<file path="config.mk">
export PLATFORM = sky130hd
export DESIGN_NAME = ps2_keycode_rx
export DESIGN_NICKNAME = d
export VERILOG_FILES = /design/src/rtl/ps2_keycode_rx.sv
export SDC_FILE = /design/constraint.sdc
export NUM_CORES = 1
export LEC_CHECK = 0
export BUFFER_PORTS_ARGS = -buffer_cell sky130_fd_sc_hd__buf_2
export CORE_MARGIN = 3
export CORE_UTILIZATION = 25
export DETAILED_ROUTE_END_ITERATION = 10
export PLACE_DENSITY = 0.38
export SYNTH_ARGS = -nofsm -noshare
export SYNTH_HDL_FRONTEND = slang
export SYNTH_SLANG_ARGS = --single-unit
</file>
<file path="constraint.sdc">
create_clock -name Clk -period 4.9 [get_ports Clk]
set_clock_uncertainty 0.05 [all_clocks]
set_input_delay 0 -clock Clk [delete_from_list [all_inputs] [get_ports Clk]]
set_output_delay 0 -clock Clk [all_outputs]
set_load 0.005 [all_outputs]
</file>
<file path="src/rtl/ps2_keycode_rx.sv">
// PS/2 set-2 keyboard receiver that tracks the currently held key (make/break/E0 aware).
// Latency: about 2 sync + FILTER_LEN filter cycles from the pin edge to the sample; outputs register 1 Clk after the stop-bit sample.
// Backpressure: none; key_strobe/frame_err are one-cycle pulses. Define PS2_TIMEOUT_EN to enable the mid-frame timeout.
module ps2_keycode_rx #(
  parameter int FILTER_LEN  = 8,
  parameter int TIMEOUT_CYC = 50000
) (
  input  logic       Clk,
  input  logic       Reset,
  input  logic       PS2_CLK,
  input  logic       PS2_DAT,
  output logic [7:0] keycode,
  output logic       extended,
  output logic       key_strobe,
  output logic       frame_err
);

  localparam int FW = $clog2(FILTER_LEN + 1);

  typedef enum logic [1:0] {S_IDLE, S_DATA, S_PARITY, S_STOP} state_t;

  // synchroniser and filter state
  logic          clk_s1_q, clk_s2_q, dat_s1_q, dat_s2_q;
  logic          filt_q, filt_d;
  logic [FW-1:0] filt_cnt_q, filt_cnt_d;
  logic          filt_hit, sample;

  // frame state
  state_t        state_q, state_d;
  logic [2:0]    bit_cnt_q, bit_cnt_d;
  logic [7:0]    shift_q, shift_d;
  logic          parity_q, parity_d;
  logic          start_en, shift_en, par_en, stop_en;
  logic          frame_good, frame_bad, timeout;

  // key tracking state
  logic [7:0]    keycode_q, keycode_d;
  logic          ext_q, ext_d;
  logic          strobe_q, strobe_d;
  logic          err_q, err_d;
  logic          ext_pend_q, ext_pend_d;
  logic          brk_pend_q, brk_pend_d;

  // two-flop synchronisers for both pins; idle bus level is high
  always_ff @(posedge Clk) begin
    if (Reset) begin
      clk_s1_q <= 1'b1;
      clk_s2_q <= 1'b1;
      dat_s1_q <= 1'b1;
      dat_s2_q <= 1'b1;
    end else begin
      clk_s1_q <= PS2_CLK;
      clk_s2_q <= clk_s1_q;
      dat_s1_q <= PS2_DAT;
      dat_s2_q <= dat_s1_q;
    end
  end

  // glitch filter: follow the synced clock only after FILTER_LEN consecutive differing cycles
  always_comb begin
    filt_d     = filt_q;
    filt_cnt_d = '0;
    filt_hit   = (clk_s2_q != filt_q) && (filt_cnt_q == FW'(FILTER_LEN - 1));
    if (clk_s2_q != filt_q) begin
      if (filt_hit) filt_d = clk_s2_q;
      else          filt_cnt_d = filt_cnt_q + FW'(1);
    end
  end

  // a falling transition of the filtered clock is the bit sample event
  assign sample = filt_hit && filt_q;

  // filter registers
  always_ff @(posedge Clk) begin
    if (Reset) begin
      filt_q     <= 1'b1;
      filt_cnt_q <= '0;
    end else begin
      filt_q     <= filt_d;
      filt_cnt_q <= filt_cnt_d;
    end
  end

`ifdef PS2_TIMEOUT_EN
  localparam int TW = $clog2(TIMEOUT_CYC + 1);
  logic [TW-1:0] to_cnt_q, to_cnt_d;

  // stall counter: any sample event or a return to IDLE restarts it
  always_comb begin
    timeout  = (state_q != S_IDLE) && !sample && (to_cnt_q == TW'(TIMEOUT_CYC - 1));
    to_cnt_d = to_cnt_q + TW'(1);
    if ((state_q == S_IDLE) || sample || timeout) to_cnt_d = '0;
  end

  // stall counter register
  always_ff @(posedge Clk) begin
    if (Reset) to_cnt_q <= '0;
    else       to_cnt_q <= to_cnt_d;
  end
`else
  // TIMEOUT_CYC only matters when the timeout is compiled in
  logic unused_timeout_cyc;
  assign unused_timeout_cyc = (TIMEOUT_CYC == 0);
  assign timeout = 1'b0;
`endif

  // FSM state register
  always_ff @(posedge Clk) begin
    if (Reset) state_q <= S_IDLE;
    else       state_q <= state_d;
  end

  // FSM next state; a timeout abort takes precedence (it never coincides with a sample)
  always_comb begin
    state_d = state_q;
    if (timeout) begin
      state_d = S_IDLE;
    end else if (sample) begin
      case (state_q)
        S_IDLE:   if (!dat_s2_q) state_d = S_DATA;
        S_DATA:   if (bit_cnt_q == 3'd7) state_d = S_PARITY;
        S_PARITY: state_d = S_STOP;
        S_STOP:   state_d = S_IDLE;
        default:  state_d = S_IDLE;
      endcase
    end
  end

  // FSM outputs: datapath enables qualified by the sample event
  always_comb begin
    start_en = sample && (state_q == S_IDLE) && !dat_s2_q;
    shift_en = sample && (state_q == S_DATA);
    par_en   = sample && (state_q == S_PARITY);
    stop_en  = sample && (state_q == S_STOP);
  end

  // odd parity over data+parity and a high stop bit make a good byte
  assign frame_good = stop_en && dat_s2_q && (^{shift_q, parity_q});
  assign frame_bad  = stop_en && !frame_good;

  // shift register, bit counter and parity capture (LSB arrives first)
  always_comb begin
    bit_cnt_d = bit_cnt_q;
    shift_d   = shift_q;
    parity_d  = parity_q;
    if (timeout) begin
      bit_cnt_d = '0;
      shift_d   = '0;
    end
    if (start_en) bit_cnt_d = '0;
    if (shift_en) begin
      shift_d   = {dat_s2_q, shift_q[7:1]};
      bit_cnt_d = bit_cnt_q + 3'd1;
    end
    if (par_en) parity_d = dat_s2_q;
  end

  // datapath registers
  always_ff @(posedge Clk) begin
    if (Reset) begin
      bit_cnt_q <= '0;
      shift_q   <= '0;
      parity_q  <= 1'b0;
    end else begin
      bit_cnt_q <= bit_cnt_d;
      shift_q   <= shift_d;
      parity_q  <= parity_d;
    end
  end

  // byte interpretation: prefixes arm flags, make/break update the held key
  always_comb begin
    keycode_d  = keycode_q;
    ext_d      = ext_q;
    strobe_d   = 1'b0;
    err_d      = frame_bad || timeout;
    ext_pend_d = ext_pend_q;
    brk_pend_d = brk_pend_q;
    if (frame_good) begin
      if (shift_q == 8'hE0) begin
        ext_pend_d = 1'b1;
      end else if (shift_q == 8'hF0) begin
        brk_pend_d = 1'b1;
      end else begin
        if (brk_pend_q) begin
          // only the release of the key being held clears the output
          if ((shift_q == keycode_q) && (ext_pend_q == ext_q)) begin
            keycode_d = 8'h00;
            ext_d     = 1'b0;
            strobe_d  = 1'b1;
          end
        end else if ({ext_pend_q, shift_q} != {ext_q, keycode_q}) begin
          // typematic repeats of the held key fall through silently
          keycode_d = shift_q;
          ext_d     = ext_pend_q;
          strobe_d  = 1'b1;
        end
        ext_pend_d = 1'b0;
        brk_pend_d = 1'b0;
      end
    end
  end

  // key tracking registers
  always_ff @(posedge Clk) begin
    if (Reset) begin
      keycode_q  <= 8'h00;
      ext_q      <= 1'b0;
      strobe_q   <= 1'b0;
      err_q      <= 1'b0;
      ext_pend_q <= 1'b0;
      brk_pend_q <= 1'b0;
    end else begin
      keycode_q  <= keycode_d;
      ext_q      <= ext_d;
      strobe_q   <= strobe_d;
      err_q      <= err_d;
      ext_pend_q <= ext_pend_d;
      brk_pend_q <= brk_pend_d;
    end
  end

  assign keycode    = keycode_q;
  assign extended   = ext_q;
  assign key_strobe = strobe_q;
  assign frame_err  = err_q;

endmodule
</file>
## Yosys cells after proc, flatten, opt, wreduce, memory -nomap -nowiden

Cells that the tools add are included.

- Output and inout bits: 11
- Input port bits: 4
- Logic and storage cells: 78
- Bits in registers: 36

- Bitwise logic cells: 4
- Add/subtract/negate cells: 2
- Reductions and logical operators: 24
- Equal/unequal tests: 15
- Mux-type cells: 17

Operator list:

| kind | count |
|---|---|
| 2-to-1 mux 8 bit | 3 |
| == test 8 bit (second input constant) | 2 |
| logical AND 1 bit | 11 |
| 2-to-1 mux 1 bit | 9 |
| != test 9 bit | 1 |
| parity 9 bit | 1 |
| == test 8 bit | 1 |
| case mux 2 bit (4 select lines) | 1 |
| 2-to-1 mux 3 bit | 2 |
| != test 2 bit (second input constant) | 3 |
| AND reduction 2 bit | 3 |
| AND reduction 5 bit | 1 |
| adder 4 x 1 -> 4 bit (second input constant) | 1 |
| == test 2 bit (second input constant) | 2 |
| == test 4 x 3 -> 1 bit (second input constant) | 1 |
| 2-to-1 mux 2 bit | 2 |
| NOT 1 bit | 4 |
| nonzero test 2 bit | 2 |
| OR reduction 4 bit | 1 |
| adder 3 x 1 -> 3 bit (second input constant) | 1 |
| == test 3 bit (second input constant) | 1 |
| AND reduction 3 bit | 1 |
| OR reduction 3 bit | 1 |
| == test 2 x 1 -> 1 bit (second input constant) | 1 |
| 5 further kinds | 6 |

## Longest topological paths before layout

Gate-level depths: netlist of the first run.

- Depth in word-level cells: 8
- Depth in mapped cells: 7
- Depth with buffers taken out: 7

## Least setup slack after synthesis of the first run

OpenSTA, ideal clock, no wires.

- Path kind: register to register
- Start point: reg shift_q[2]
- End point: reg ext_q, in the netlist extended
- Library setup time: 132 ps
- Setup slack: 3106 ps
- Data arrival time: 1612 ps
- Buffers on the path: 0
- Stages on the path, launching flop included: 6
- Data required time: 4718 ps
- Period minus slack after synthesis: 1794 ps
- Cells stage by stage: dfxtp_1 -> xnor2_1 -> xnor3_2 -> xor2_4 -> o31ai_1 -> a31oi_1

- Word-level cells in the longest chain between the ends: 4
- Elaborated cells between the ends (all ways): 12
- Those cells by class: 5 x eq/ne; 2 x bitwise; 5 x reduce/logical

RTL lines:

| item | line | text |
|---|---|---|
| start, declared | 31 | `logic [7:0] shift_q, shift_d;` |
| start signal, assigned | 166 | `shift_q <= shift_d;` |
| == test 8 bit | 187 | `if ((shift_q == keycode_q) && (ext_pend_q == ext_q)) begin` |
| logical AND 1 bit | 187 |  |
| != test 2 x 1 -> 1 bit (no line) | n/a |  |
| AND reduction 5 bit (no line) * | n/a |  |
| end signal, assigned | 215 | `ext_q <= ext_d;` |
| end, declared | 38 | `logic ext_q, ext_d;` |

Every way passes the cells marked *; elsewhere a longest branch is shown, timed or not.
A chain may end at the register's enable or synchronous reset.

## Worst setup path after layout of the first run

- Start point: reg shift_q[2]
- End point: reg keycode_q[0], in the netlist keycode[0]

- Word-level cells in the longest chain between the ends: 4
- Elaborated cells between the ends (all ways): 12
- Those cells by class: 5 x eq/ne; 2 x bitwise; 5 x reduce/logical

RTL lines:

| item | line | text |
|---|---|---|
| == test 8 bit | 187 |  |
| logical AND 1 bit | 187 |  |
| != test 2 x 1 -> 1 bit (no line) | n/a |  |
| AND reduction 5 bit (no line) * | n/a |  |
| end signal, assigned | 214 | `keycode_q <= keycode_d;` |
| end, declared | 37 | `logic [7:0] keycode_q, keycode_d;` |

Marks and branches as above.

==> qor.txt, run 1 <==
FF-to-FF path depth: 5
Final Hold Vio Count: 0
min-delay worst type: input pin to flop
Synth async-reset ratio: 0%
Post-Synth Adder-Cell Area: 5.38%
Syn Nets: 221
drt drc: 0
fin nets: 234
CP delay by family, top: XOR/XNOR gates
Commonest cells post-synth: 36 x dfxtp_1, 24 x nand2_1, 14 x nand3_1
Worst Setup Start Kind: flop
CP max-delay cell: xnor2_2
DR WL met3: 106 µm
crit-path cells: xnor2_1, xnor3_2, xnor2_2, nand4_1, a31oi_1
Die Area: 0.00851 mm²
Top FF cell, synth: dfxtp_1
largest net degree at the start of global routing: 34
power density over the cells: 268 mW/mm²
initial antenna violation count: 0
area delta synth->final: 13.9%
die height: 92.2 µm
Arr. time, crit path: 2.38 ns
Routed WL: 4.35 mm
routed length on met1: 2.20 mm
outcome: finished clean
Vias: 1472
Max IR drop VDD: 0.0000734 V
minimum clock period: 2.21 ns
Worst Tran Pin Value: 0.655 ns
total global routing overflow: 0
worst path bufs/invs: 0
DRT Pass-1 Iters: 4
Syn Inst Count: 209
crit-path max cell delay: 0.53 ns
syn avg cell area: 8.90 µm²
fin crit share: 45.1%
Critical Path Fanout Max: 12
fin. max-slew vios: 0
Synth Area in Compound Gates: 14.1%
H-tree depth: 2
Tot Pwr: 0.568 mW
max-cap viol count: 0
XOR/XNOR Fraction of Synth Area: 11.6%
vias in the first global route: 1459
flop2flop setup slack: 2.69 ns
setup repair after global routing missed its margin: false
antenna diode count: 0
CP Data Required Time: 5.07 ns
flops & latches, synth: 36
Leak: 0.813 nW
Root Driver: clkbuf_8
largest family of logic cells by synthesized area: simple AND/OR/NAND/NOR gates
fill count: 781
Crit. Startpoint: shift_q[2]
WP depth: 5
Worst setup endpoint: keycode[0]
clk sink count: 36
crit path kind: flop to flop
most frequent cell after synthesis: dfxtp_1
Syn. warnings: 0
initial DRC count: 34
crit path capture type: flop
DP HPWL: 2.96 mm
Buffers on Ports: 14
fraction of layout cells with a size suffix above 1: 15.7%
mux share of post-synthesis cell area: 0.538%
met2 routed WL: 1.97 mm
Post-synth EDFFs: 0
RR Startpoint: shift_q[2]
worst skew pair latency: 0.29 ns
Core Area: 0.00702 mm²
starting density of the core: 26.5%
Vias/cell: 4.61
Mapped Area: 0.00186 mm²
setup violators final: 0
wire per inst: 13.6 µm
Max Fclk: 453 MHz
Total Routing Usage GR: 11.2%
library cells used by synthesis: 39
# IOs: 15
r2r endpoint: keycode[0]
TritonCTS clock tree: yes
cell taking the most area after synthesis: dfxtp_1
first-pass GRT wire length: 7.52 mm
register area share after synthesis: 38.8%
row count: 30
highest metal used: met4
worst-case clock buffer depth: 2
Post-CTS Setup Bufs: 0
number of gates resized after CTS: 0
Antenna Nets Post-Route: 0
CTS Buf Count: 5
post-synth top area share: 38.8%
GPL Wtd Cong: 0.707
post-synthesis simple-gate area fraction: 26.0%
Synth area leaders: dfxtp_1 39%, ha_1 5.4%, xor2_1 5.2%
setup TNS: 0 ns
Die X: 92.2 µm
Slew headroom: 56.4%
clk slew on worst S/H paths: 0.08 ns
## state kept, by name, indices dropped and copies added (netlist names)
name,flops
keycode,8
shift_q,8
filt_cnt_q,4
bit_cnt_q,3
state_q,2
brk_pend_q,1
clk_s1_q,1
clk_s2_q,1
dat_s1_q,1
dat_s2_q,1
ext_pend_q,1
extended,1
filt_q,1
frame_err,1
key_strobe,1
parity_q,1
## cells by family (layout without fill, tap and decap cells)
group / after synthesis / in the layout
compound gates: 38 / 38
fa+ha+maj: 8 / 8
mux: 1 / 1
flops: 36 / 36
simple gates: 91 / 91
xor+xnor: 19 / 19
buf+inv: 16 / 30
## stage by stage
step	hold WS, ns	util, %	setup WS, ns	area [µm²]	std cells
after detailed placement	0.139	28.6	2.70	2000	309
after global routing	0.201	30.2	2.56	2120	319
final	0.175	30.2	2.69	2120	319
after CTS	0.187	30.2	2.69	2120	319
after global placement	0.133	28.6	2.72	2000	309
after floorplan	0.0214	-	3.11	1860	209
## worst min path at each step
| stage | start | end | cells past startpoint |
|---|---|---|---|
| floorplan | Reset | key_strobe | 1 |
| global placement | PS2_CLK | clk_s1_q | 2 |
| detailed placement | PS2_CLK | clk_s1_q | 2 |
| CTS | Reset | bit_cnt_q[0] | 2 |
| global route | Reset | bit_cnt_q[0] | 2 |
| finish | Reset | bit_cnt_q[0] | 2 |
## cell type report
type / count / area (µm²) / share of cell area, %
multi-input cells: 157 / 1070 / 50.6
flip-flops and latches: 36 / 721 / 34.0
well taps: 96 / 120 / 5.67
repair buffers: 16 / 90.1 / 4.26
clock buffers: 6 / 82.6 / 3.90
inverters: 6 / 22.5 / 1.06
clock inverters: 2 / 10.0 / 0.473
## power by group
part / internal [mW] / switching [mW] / total [mW]
Clock: 0.112 / 0.116 / 0.228
Combinational: 0.0125 / 0.0262 / 0.0387
Sequential: 0.297 / 0.00442 / 0.301
## per-layer routing
layer  GRT usage, %  up-vias
met5              0        -
met4           4.46        0
met3           2.87        6
met2           18.0       12
met1           14.3      692
li1               -      762
## what timing repair did
| action | 4_1_cts | 5_1_grt |
|---|---|---|
| hold buffers | 2 | 0 |
| endpoints found under the hold margin | 2 | 0 |
| setup endpoints to repair | 0 | 0 |
## placed cells by master (no fill, tap or decap), types with 10 or more instances in the layout
| cell | Yosys | layout |
|---|---|---|
| a21oi_1 | 10 | 10 |
| a31oi_1 | 11 | 11 |
| buf_2 | 0 | 14 |
| dfxtp_1 | 36 | 36 |
| nand2_1 | 24 | 24 |
| nand3_1 | 14 | 14 |
| nand4_1 | 10 | 10 |
| nor2_1 | 11 | 11 |
| nor2b_1 | 11 | 11 |
| xor2_1 | 11 | 11 |
Note: power is estimated with default switching activity, not from simulation.
==> run 2: changes to the inputs <==
clock period = 2.27 ns   (was 4.9 ns; I/O delays follow)
==> run 2 against run 1 <==
  * Sequential share of layout area shrank 1.2 points
  * Clock power grew to 2.7 times the previous value
  * Combinational power grew 130%
  * Routed wire length shrank 3.1%
  * Setup slack lost 2.4 ns
  * Non-clock buffer count grew 6
  * Total power grew 140%
  * Core utilization grew 1.1 points
  * Die area is the same
  * Maximum frequency grew 10%
  * Final cell count grew 1.9%
  * Largest power group unchanged
  * Highest routed layer unchanged
==> qor.txt, run 2 (synthesis results as in run 1) <==
fraction of layout cells with a size suffix above 1: 17.9% (+2.2 points)
Core Area: 0.00702 mm² (unchanged)
commonest cells after routing, fill and taps aside: 36 x dfxtp_1, 24 x nand2_1, 14 x nand3_1, 14 x buf_2
min-delay worst type: input pin to flop
GPL Wtd Cong: 0.704 (-0.47%)
Max IR drop VDD: 0.000179 V (+140%)
fin. max-slew vios: 0 (unchanged)
Root Driver: clkbuf_8
initial antenna violation count: 0 (unchanged)
starting density of the core: 26.5% (unchanged)
worst-case clock buffer depth: 2 (unchanged)
Seq. cell area: 721 µm² (unchanged)
Routed WL: 4.21 mm (-3.1%)
area of the multi-input gates: 0.00107 mm² (unchanged)
CTS Buf Count: 5 (unchanged)
setup repair after global routing missed its margin: false
fill count: 759 (-2.8%)
minimum clock period: 2.00 ns (-0.205 ns)
Worst Tran Pin Value: 0.631 ns (-0.0234 ns)
number of gates resized after CTS: 0 (unchanged)
fin crit share: 88.2% (+43 points)
clk sink count: 36 (unchanged)
row count: 30 (unchanged)
die height: 92.2 µm (unchanged)
Die X: 92.2 µm (unchanged)
power density over the cells: 620 mW/mm² (+130%)
largest net degree at the start of global routing: 34 (unchanged)
most common cell after layout, fill and taps aside: dfxtp_1
vias in the first global route: 1396 (-4.3%)
worst path bufs/invs: 0 (unchanged)
DRT Pass-1 Iters: 4 (unchanged)
total global routing overflow: 0 (unchanged)
crit path capture type: flop
Vias: 1475 (+0.20%)
wire per inst: 13.0 µm (-4.9%)
clk slew on worst S/H paths: 0.08 ns (about the same)
TritonCTS clock tree: yes
area delta synth->final: 18.1%
Critical Path Fanout Max: 10 (-2)
# IOs: 15 (unchanged)
drt drc: 0 (unchanged)
antenna diode count: 0 (unchanged)
fin nets: 240 (+2.6%)
setup violators final: 0 (unchanged)
Worst Setup Start Kind: flop
setup TNS: 0 ns (unchanged)
Vias/cell: 4.54 (-1.6%)
CTS Hold Buffers Added: 2 (unchanged)
first-pass GRT wire length: 7.10 mm (-5.6%)
Buffers on Ports: 14 (unchanged)
worst skew pair latency: 0.29 ns (about the same)
H-tree depth: 2 (unchanged)
CP delay by family, top: simple AND/OR/NAND/NOR gates
Slew headroom: 57.9% (+1.6 points)
CP max-delay cell: dfxtp_1
Post-CTS Setup Bufs: 0 (unchanged)
Final Hold Vio Count: 0 (unchanged)
Leak: 0.857 nW (+5.4%)
initial DRC count: 57 (+68%)
Die Area: 0.00851 mm² (unchanged)
hold_ws: 0.166 ns (-0.00920 ns)
max-cap viol count: 0 (unchanged)
crit-path cells: ha_1, and3b_1, and4_1, nand2_1, o31ai_1, a31oi_1
outcome: finished clean
Total Routing Usage GR: 10.7% (-0.51 points)
Antenna Nets Post-Route: 0 (unchanged)
DP HPWL: 2.94 mm (-0.64%)
crit-path max cell delay: 0.35 ns (-0.18 ns)
Max Fclk: 499 MHz (+10%)
crit path kind: flop to flop
CP Data Required Time: 2.36 ns (-2.71 ns)
Tot Pwr: 1.36 mW (+140%)
Arr. time, crit path: 2.09 ns (-0.29 ns)
## run 2: changes by cell type in the layout (fill, tap and decap cells not counted)
| cell | previous run | this run |
|---|---|---|
| buf_4 | 0 | 6 |
| clkbuf_8 | 6 | 7 |
| bufinv_16 | 0 | 1 |
| clkinv_2 | 2 | 0 |
## run 2: cell type report
type / instances / area share (%)
timing repair buffer: 22 / 6.15
clock buffer: 7 / 4.39
inverter: 6 / 1.03
clock inverter: 1 / 1.37
sequential: 36 / 32.8
tap: 96 / 5.47
multi-input combinational: 157 / 48.8
## run 2: per-layer routing
| layer | routed length, µm | global-route usage (%) |
|---|---|---|
| met1 | 2230 | 14.3 |
| met3 | 121 | 3.04 |
| met4 | 69 | 5.07 |
| met2 | 1780 | 15.8 |
| met5 | 0 | 0 |
## run 2: metrics by stage
stage	util [%]	std cells	area (µm²)	setup WS (ns)
after CTS	31.3	325	2200	0.258
final	31.3	325	2200	0.267
after floorplan	-	209	1860	0.476
after global placement	29.2	315	2050	0.258
after global routing	31.3	325	2200	0.0258
after detailed placement	29.2	315	2050	0.284
## run 2: path summary, 6_finish.rpt
check	startpoint	endpoint	slack (ns)	depth (start not counted)
max reg2reg	filt_cnt_q[0]	keycode[0]	0.27	6
max	filt_cnt_q[0]	keycode[0]	0.27	6
min reg2reg	dat_s1_q	dat_s2_q	0.36	1
min	Reset	bit_cnt_q[2]	0.17	2
## run 2: power by group
group | total (mW) | switching (mW) | internal [mW]
clock network | 0.624 | 0.236 | 0.388
registers | 0.651 | 0.00990 | 0.641
logic | 0.0880 | 0.0575 | 0.0306
total | 1.36 | 0.303 | 1.06
